--- config.mk ---
export PLATFORM = sky130hd
export DESIGN_NAME = jt12_regwr_seq
export DESIGN_NICKNAME = d
export VERILOG_FILES = /design/src/rtl/jt12_regwr_pkg.sv /design/src/rtl/jt12_regwr_fifo.sv /design/src/rtl/jt12_regwr_seq.sv
export SDC_FILE = /design/constraint.sdc
export NUM_CORES = 1
export LEC_CHECK = 0
export BUFFER_PORTS_ARGS = -buffer_cell sky130_fd_sc_hd__clkbuf_2
export CAP_MARGIN = 20
export CORE_ASPECT_RATIO = 0.7
export CORE_MARGIN = 10
export CORE_UTILIZATION = 42
export CTS_BUF_LIST = sky130_fd_sc_hd__clkbuf_2 sky130_fd_sc_hd__clkbuf_4 sky130_fd_sc_hd__clkbuf_8
export DETAILED_ROUTE_END_ITERATION = 6
export GPL_TIMING_DRIVEN = 0
export SYNTH_ARGS = -nofsm -noshare
export SYNTH_HDL_FRONTEND = slang
export SYNTH_SLANG_ARGS = --single-unit
--- constraint.sdc ---
create_clock -name clk -period 6.4 [get_ports clk]
set_input_delay 0.64 -clock clk [delete_from_list [all_inputs] [get_ports clk]]
set_output_delay 0.64 -clock clk [all_outputs]
set_load 0.005 [all_outputs]
--- src/rtl/jt12_regwr_pkg.sv ---
`default_nettype none
// ============================================================================
// Module      : jt12_regwr_pkg
// Description : Shared definitions for the JT12 register-write sequencer:
//               request entry layout, FSM state encoding and a counter-width
//               helper.
// Revision    : 1.0 - initial release
// ============================================================================
package jt12_regwr_pkg;

    // One queued request: {part, reg, val} packed MSB first.
    localparam int ENTRY_W = 17;

    typedef struct packed {
        logic       part;   // [16]
        logic [7:0] regn;   // [15:8]
        logic [7:0] val;    // [7:0]
    } entry_t;

    // Sequencer states
    localparam int              ST_W    = 3;
    localparam logic [ST_W-1:0] ST_IDLE = 3'd0;
    localparam logic [ST_W-1:0] ST_ADDR = 3'd1;
    localparam logic [ST_W-1:0] ST_GAP  = 3'd2;
    localparam logic [ST_W-1:0] ST_DATA = 3'd3;
    localparam logic [ST_W-1:0] ST_REL  = 3'd4;
    localparam logic [ST_W-1:0] ST_WAIT = 3'd5;

    // Bits needed to count 0..n-1, never less than one.
    function automatic int cnt_w(input int n);
        return (n <= 1) ? 1 : $clog2(n);
    endfunction

endpackage
`default_nettype wire

--- src/rtl/jt12_regwr_fifo.sv ---
`default_nettype none
// ============================================================================
// Module      : jt12_regwr_fifo
// Description : Synchronous request FIFO, depth 2**DEPTH_AW. Pointers carry
//               one extra MSB so full and empty are distinguishable when the
//               low bits match. Read data is the current head (show-ahead).
// Ports       : clk, rst          clock / synchronous active-high reset
//               push, din         write request and data (ignored when full)
//               pop, dout         read request (ignored when empty), head data
//               full, empty       status flags
//               level             number of stored entries
// Revision    : 1.0 - initial release
// ============================================================================
module jt12_regwr_fifo #(
    parameter int DEPTH_AW = 4,
    parameter int WIDTH    = 17
) (
    input  logic                clk,
    input  logic                rst,
    input  logic                push,
    input  logic [WIDTH-1:0]    din,
    input  logic                pop,
    output logic [WIDTH-1:0]    dout,
    output logic                full,
    output logic                empty,
    output logic [DEPTH_AW:0]   level
);

    logic [WIDTH-1:0]   r_mem [2**DEPTH_AW];
    logic [DEPTH_AW:0]  r_wptr;
    logic [DEPTH_AW:0]  r_rptr;
    logic               w_push;
    logic               w_pop;

    assign w_push = push & ~full;
    assign w_pop  = pop  & ~empty;

    always_ff @(posedge clk) begin
        if (rst) begin
            r_wptr <= '0;
            r_rptr <= '0;
        end else begin
            if (w_push) r_wptr <= r_wptr + 1'b1;
            if (w_pop)  r_rptr <= r_rptr + 1'b1;
        end
    end

    // Storage needs no reset: only entries between the pointers are ever read.
    always_ff @(posedge clk) begin
        if (w_push) r_mem[r_wptr[DEPTH_AW-1:0]] <= din;
    end

    assign dout  = r_mem[r_rptr[DEPTH_AW-1:0]];
    assign empty = (r_wptr == r_rptr);
    assign full  = (r_wptr[DEPTH_AW] != r_rptr[DEPTH_AW]) &&
                   (r_wptr[DEPTH_AW-1:0] == r_rptr[DEPTH_AW-1:0]);
    assign level = r_wptr - r_rptr;

endmodule
`default_nettype wire

--- src/rtl/jt12_regwr_seq.sv ---
`default_nettype none
// ============================================================================
// Module      : jt12_regwr_seq
// Description : Host-side write sequencer for the JT12 CPU register port.
//               Queues {part,reg,val} writes and replays each as an address
//               bus cycle followed by a data bus cycle, then waits for the
//               chip busy flag to clear (bounded by BUSY_TMO). The address
//               cycle is skipped when the chip already has that register
//               selected (ADDR_SKIP=1).
// Ports       : clk, rst                     clock / sync active-high reset
//               req_valid/ready, req_part,
//               req_reg, req_val             request push interface
//               fifo_level, idle, tmo_err    status
//               chip_addr, chip_din,
//               chip_write, chip_busy        JT12 CPU port (outputs registered)
// Revision    : 1.0 - initial release
// ============================================================================
module jt12_regwr_seq
    import jt12_regwr_pkg::*;
#(
    parameter int FIFO_AW   = 4,
    parameter int WR_LEN    = 2,
    parameter int GAP_LEN   = 1,
    parameter int BUSY_TMO  = 1024,
    parameter int ADDR_SKIP = 1
) (
    input  logic                clk,
    input  logic                rst,
    input  logic                req_valid,
    output logic                req_ready,
    input  logic                req_part,
    input  logic [7:0]          req_reg,
    input  logic [7:0]          req_val,
    output logic [FIFO_AW:0]    fifo_level,
    output logic                idle,
    output logic                tmo_err,
    output logic [1:0]          chip_addr,
    output logic [7:0]          chip_din,
    output logic                chip_write,
    input  logic                chip_busy
);

    localparam int PH_W = cnt_w((WR_LEN > GAP_LEN) ? WR_LEN : GAP_LEN);
    localparam int TM_W = cnt_w(BUSY_TMO);

    localparam logic [PH_W-1:0] c_WR_LAST  = PH_W'(WR_LEN - 1);
    localparam logic [PH_W-1:0] c_GAP_LAST = PH_W'(GAP_LEN - 1);
    localparam logic [TM_W-1:0] c_TMO_LAST = TM_W'(BUSY_TMO - 1);

    logic               w_full;
    logic               w_empty;
    logic               w_pop;
    logic               w_skip;
    logic [ENTRY_W-1:0] w_head_raw;
    entry_t             w_head;

    logic [ST_W-1:0]    r_state;
    logic [PH_W-1:0]    r_ph;       // bus-phase counter (write / gap length)
    logic [TM_W-1:0]    r_wt;       // busy wait counter
    entry_t             r_work;
    logic [8:0]         r_cache;    // {part, reg} currently latched in the chip
    logic               r_cache_vld;
    logic               r_chip_write;
    logic [1:0]         r_chip_addr;
    logic [7:0]         r_chip_din;
    logic               r_tmo_err;

    jt12_regwr_fifo #(
        .DEPTH_AW (FIFO_AW),
        .WIDTH    (ENTRY_W)
    ) u_fifo (
        .clk   (clk),
        .rst   (rst),
        .push  (req_valid),
        .din   ({req_part, req_reg, req_val}),
        .pop   (w_pop),
        .dout  (w_head_raw),
        .full  (w_full),
        .empty (w_empty),
        .level (fifo_level)
    );

    assign w_head = entry_t'(w_head_raw);

    // Pop happens in the single IDLE cycle; the FSM leaves IDLE on the same
    // edge, so consecutive entries cost exactly one IDLE cycle each.
    assign w_pop  = (r_state == ST_IDLE) && !w_empty;

    assign w_skip = (ADDR_SKIP != 0) && r_cache_vld &&
                    (r_cache == {w_head.part, w_head.regn});

    // Bus outputs are loaded on the transition into each phase so that they
    // stay registered and the strobe rises one cycle after the pop.
    always_ff @(posedge clk) begin
        if (rst) begin
            r_state      <= ST_IDLE;
            r_ph         <= '0;
            r_wt         <= '0;
            r_work       <= '0;
            r_cache      <= '0;
            r_cache_vld  <= 1'b0;
            r_chip_write <= 1'b0;
            r_chip_addr  <= 2'b00;
            r_chip_din   <= 8'h00;
            r_tmo_err    <= 1'b0;
        end else begin
            case (r_state)
                ST_IDLE: begin
                    if (!w_empty) begin
                        r_work       <= w_head;
                        r_ph         <= '0;
                        r_chip_write <= 1'b1;
                        if (w_skip) begin
                            r_state     <= ST_DATA;
                            r_chip_addr <= {w_head.part, 1'b1};
                            r_chip_din  <= w_head.val;
                        end else begin
                            r_state     <= ST_ADDR;
                            r_chip_addr <= {w_head.part, 1'b0};
                            r_chip_din  <= w_head.regn;
                        end
                    end
                end
                ST_ADDR: begin
                    if (r_ph == c_WR_LAST) begin
                        r_cache      <= {r_work.part, r_work.regn};
                        r_cache_vld  <= 1'b1;
                        r_chip_write <= 1'b0;
                        r_ph         <= '0;
                        r_state      <= ST_GAP;
                    end else begin
                        r_ph <= r_ph + 1'b1;
                    end
                end
                ST_GAP: begin
                    if (r_ph == c_GAP_LAST) begin
                        r_chip_write <= 1'b1;
                        r_chip_addr  <= {r_work.part, 1'b1};
                        r_chip_din   <= r_work.val;
                        r_ph         <= '0;
                        r_state      <= ST_DATA;
                    end else begin
                        r_ph <= r_ph + 1'b1;
                    end
                end
                ST_DATA: begin
                    if (r_ph == c_WR_LAST) begin
                        r_chip_write <= 1'b0;
                        r_ph         <= '0;
                        r_state      <= ST_REL;
                    end else begin
                        r_ph <= r_ph + 1'b1;
                    end
                end
                ST_REL: begin
                    // Busy from the chip lags the strobe; it is not trusted here.
                    r_wt    <= '0;
                    r_state <= ST_WAIT;
                end
                ST_WAIT: begin
                    if (!chip_busy) begin
                        r_state <= ST_IDLE;
                    end else if (r_wt == c_TMO_LAST) begin
                        r_tmo_err <= 1'b1;
                        r_state   <= ST_IDLE;
                    end else begin
                        r_wt <= r_wt + 1'b1;
                    end
                end
                default: begin
                    r_state <= ST_IDLE;
                end
            endcase
        end
    end

    assign req_ready  = ~w_full;
    assign idle       = (r_state == ST_IDLE) && w_empty;
    assign tmo_err    = r_tmo_err;
    assign chip_write = r_chip_write;
    assign chip_addr  = r_chip_addr;
    assign chip_din   = r_chip_din;

endmodule
`default_nettype wire
# == After elaboration in Yosys (flattened, before gate mapping) ==
# Memory sizes are Yosys's and may differ from the RTL's. A register that Yosys moved wholly into a read port is not among the register bits.
# Cells that the tools add are included.
# word_totals
mem_bits_ro,0
ramBits,272
elab_cells,91
mem_count,1
regBits,63
latch_bits,0
inputBits,21
# op_classes
add_sub_neg,5
n_lt_le_gt_ge,0
shifts,0
n_eq_ne,18
mux,31
div_mod_pow,0
n_reduce_logical,18
mul,0
bitwise_logic,4
# mem_list
memory,words,word_bits,read_ports,rd_ports_with_merged_regs,write_ports,line_no,source
u_fifo.r_mem,16,17,1,1,1,jt12_regwr_fifo.sv:29,logic [WIDTH-1:0] r_mem [2**DEPTH_AW];
# ops
operator,count
8-bit two-way mux,3
10-bit two-way mux,2
10-bit case mux with 2 select lines,1
3-bit two-way mux,6
3-bit case mux with 6 select lines,1
8-bit case mux with 2 select lines,1
2-bit inequality test (second input constant),6
10-bit by 1-bit adder with 10-bit output (second input constant),1
5-bit by 1-bit adder with 5-bit output (second input constant),2
10-bit == test (second input constant),1
9-bit == test,1
1-bit two-way mux,9
3-bit AND reduction,3
4-bit two-way mux,2
3-bit by 2-bit == test with 1-bit output (second input constant),2
3-bit == test (second input constant),2
2-bit two-way mux,3
1-bit case mux with 3 select lines,2
2-bit AND reduction,3
5-bit == test,1
5-bit AND reduction,1
5-bit subtractor,1
4-bit == test,1
1-bit logical AND,4
14 further kinds,17

# == Depth between registers and ports, before layout ==
# depth
word_depth,6
depth_mapped,12

# == Hierarchy ==
# Synthesis repeated with hierarchy kept, for this count alone.
# unflattened
cells_unflattened,824
hier_area_um2,13544.2
# by_module_without_submodules
mod,seq_area_each_um2,cells_each,area_per_inst_um2,n_inst
jt12_regwr_fifo,8448.1,524,11030.6,1
jt12_regwr_seq,1061.0,300,2513.7,1

# == Worst setup path before layout ==
# OpenSTA, ideal clock, no wires.
# synth_path
path_kind,reg-to-reg
start,reg u_fifo.r_wptr[0]
end,mem u_fifo.r_mem[3][0] (enable)
setup_ps,412
synth_period_minus_slack_ps,3185
arrival_ps,2773
required_ps,5988
n_path_buf,1
stages_incl_launch_ff,9
slack_ps,3215
path_cell_list,dfxtp_1 > inv_1 > ha_1 > nand4_1 > nand2b_1 > and2_1 > clkbuf_1 > nand2_1 > nor3_1
# synth_between
elab_chain_len,6
# synth_rtl
element,line_no,source
"start, declared",jt12_regwr_fifo.sv:30,logic [DEPTH_AW:0] r_wptr;
"start signal, assigned",jt12_regwr_fifo.sv:43,if (w_push) r_wptr <= r_wptr + 1'b1;
4-bit == test,jt12_regwr_fifo.sv:56,(r_wptr[DEPTH_AW-1:0] == r_rptr[DEPTH_AW-1:0]);
1-bit logical AND,jt12_regwr_fifo.sv:55,assign full = (r_wptr[DEPTH_AW] != r_rptr[DEPTH_AW]) &&
1-bit inverter,--,
named net req_ready,jt12_regwr_seq.sv:30,"output logic req_ready,"
1-bit bitwise AND,jt12_regwr_fifo.sv:35,assign w_push = push & ~full;
1-bit two-way mux,jt12_regwr_fifo.sv:50,if (w_push) r_mem[r_wptr[DEPTH_AW-1:0]] <= din;
1-bit two-way mux (not written as such),jt12_regwr_fifo.sv:50,
"end, declared",jt12_regwr_fifo.sv:29,
# The timed path passes the listed nets, and every way through them passes these cells.

==> flow_metrics.py <==
metrics = {
    "placement": {
        "place_congestion": 0.841,
        "placed_cells": 1368,
        "dp_hpwl_mm": 23.0,
        "io_buffers": 39,
        "pre_cts_ws_ns": 2.92,
    },
    "clock_tree": {
        "path_clk_slew_ns": 0.07,
        "htree_num_levels": 2,
        "clock-sinks": 339,
        "clk_latency_ns": 0.59,
        "holdBufCountCts": 0,
        "cts_setup_buffers": 0,
        "cts_buffer_depth": 3,
        "cts_root_buf": "clkbuf_8",
        "cts_buffers": 50,
        "cts_resized": 0,
        "cts_tree": "yes",
    },
    "routing": {
        "drc": 0,
        "drt_first_pass_iters": 5,
        "num_vias": 8081,
        "avgViaCountPerCell": 5.54,
        "wl_mm": 33.9,
        "wl_per_cell_um": 23.3,
        "ant_nets": 0,
        "dr.first_iter.drc_count": 931,
    },
    "layout": {
        "finalNetCount": 1025,
        "stdcell_count": 1458,
        "layout_common_cells": "edfxtp_1 (272), nand2_1 (69), dfxtp_1 (67)",
        "fin_util_pct": 49.1,
        "final_common_cell": "edfxtp_1",
        "area_growth_pct": 14.8,
        "diodes": 0,
        "drive_gt1_share_pct": 22.9,
    },
    "synthesis": {
        "ys_types": 65,
        "synthSimpleGateAreaFrac_pct": 6.68,
        "synth_nets": 917,
        "synth_adder_area_share_pct": 1.05,
        "ys_seq_area_share_pct": 68.6,
        "synth_enable_flop_cells": 272,
        "synth_mux_area_share_pct": 12.1,
        "synth_top_family_by_area": "multiplexers",
        "ys.flop_type": "edfxtp_1",
        "synthXorXnorAreaFrac_pct": 1.25,
        "async_reset_ff_share_pct": 0,
        "synth.avg_cell_area_sq_um": 15.7,
        "ys_ff_latch": 339,
        "syn_area_sq_um": 13900,
        "yosysWarningCount": 0,
        "syn_inst": 885,
        "synth_compound_area_share_pct": 7.70,
    },
    "hold_path": {
        "hold_path.class": "in -> reg",
    },
    "grt": {
        "grt_pass1_wl_mm": 51.4,
        "track_usage_pct": 16.6,
        "grt_pass1_vias": 7968,
        "grt_start_max_net_pins": 18,
        "grt.overflow.total": 0,
        "grt_antenna_before_repair": 1,
    },
    "sta": {
        "slew_viol_final": 0,
        "finalSetupTns_ns": 0,
        "setup_ws_ns": 2.82,
        "clock_skew_ns": 0.0307,
        "final-hold-violation-count": 0,
        "worst_pin_slew_ns": 1.02,
        "fin_crit_sh_pct": 56.0,
        "fmax_ghz": 0.279,
        "whs_ns": 0.313,
        "setup_viol": 0,
        "min_period_ns": 3.58,
        "rsz0062_at_grt": "no",
        "slew_headroom_pct": 31.4,
    },
    "setup_path": {
        "path_max_fanout": 10,
        "cp-start-kind": "register",
        "critPathSlowestCell": "buf_1",
        "end_kind": "register",
        "path_delay_family": "buffers and inverters",
        "critPathArrivalTime_ns": 4.04,
        "crit_top_cell": "buf_2",
        "slowest_delay_ns": 0.67,
        "cp.required_ns": 6.86,
        "critPathKind": "reg -> reg",
        "path_cells": "buf_2, buf_2, buf_1, nor2_1, a221oi_1, o22ai_1, a221oi_2, nand4_4, buf_6, o21ai_0, a211oi_1",
        "cp_num_buf_inv": 4,
    },
    "floorplan": {
        "die_x_um": 237,
        "core_area_sq_um": 32400,
        "die_area_sq_um": 40800,
        "start_util_pct": 42.8,
        "rows": 55,
        "die_h_um": 172,
        "ios": 40,
    },
    "power": {
        "ir_worst_vdd_mv": 0.203,
        "p_leak_nw": 5.12,
        "power.density_nw_per_um2": 350,
    },
    "run": {
        "maxCapViolations": 0,
    },
    "run_status": {
        "status": "finished, final reports clean",
    },
}
-- area by class of cell --
type                       instances  area (sq um)
inverter                          20          75.1
buffer                            49           279
timing repair buffer              56           458
multi-input combinational        477          4060
fill                            2726         16500
tap                              427           534
clock buffer                      65           826
sequential                       339          9510
clock inverter                    25           161
-- where the power goes --
part           total (mW)  switching, mW  internal [mW]
logic                1.23          0.725          0.510
registers            2.57         0.0756           2.50
clock network        1.76          0.835          0.923
-- tightest hold or removal path, cell delays in order --
cell	delay [ns]
clkbuf_2	0.09
a31oi_1	0.07
nor2_1	0.07
-- per-layer routing --
metal | vias up | wire length [um] | global-route usage [%]
met5 | - | 0 | 0
met1 | 4126 | 16200 | 24.4
met3 | 45 | 2450 | 3.88
met4 | 0 | 473 | 3.87
li1 | 3653 | - | -
met2 | 257 | 14800 | 24.5
-- synth_stat cells (9+ instances only) --
master      n  area share, %
edfxtp_1  272             59
nand2_1    69            1.9
dfxtp_1    67            9.7
mux2i_1    53            3.8
nor2_1     52            1.4
mux4_2     50            8.1
a21oi_1    48            1.7
clkbuf_1   26           0.70
o21ai_0    22           0.79
inv_1      19           0.51
a221oi_1   12           0.76
a22o_1     11           0.70
nor3_1     11           0.40
a211oi_1   10           0.54
ha_1       10           0.90
xnor2_1    10           0.63
buf_2       9           0.33
nand3_1     9           0.33
or3_1       9           0.41
-- flip-flops by register name, summed over array words and instances (netlist names), named ones only --
signal and cells:
chip_din 8, u_fifo.r_wptr 5, chip_addr 2, r_cache 9
r_cache_vld 1, r_work 17, u_fifo.r_mem 272, chip_write 1
tmo_err 1, r_state 3, u_fifo.r_rptr 5, r_ph 1
r_wt 10
-- kinds of logic after synthesis --
group                    Yosys count
AO/OA/AOI/OAI                    151
XOR/XNOR                          19
adder cells (fa/ha/maj)           11
buffers and inverters             69
flip-flops                       339
multiplexers                     104
AND/OR/NAND/NOR                  192
-- per-stage QoR --
stage	instance area, sq um	total power [mW]
after floorplan	13900	3.45
after global placement	14600	3.83
after detailed placement	14900	3.85
after CTS	15900	5.60
after global routing	15900	5.84
final	15900	5.57
-- final timing paths --
path	from	end	slack, ns	depth (start not counted)
max	register	chip_din[4]	2.82	11
max reg2reg	register	chip_din[4]	2.82	11
min	chip_busy	tmo_err	0.31	3
min reg2reg	r_work[7]	r_work[7]	0.46	2
Power figures use the tool's default switching activity.
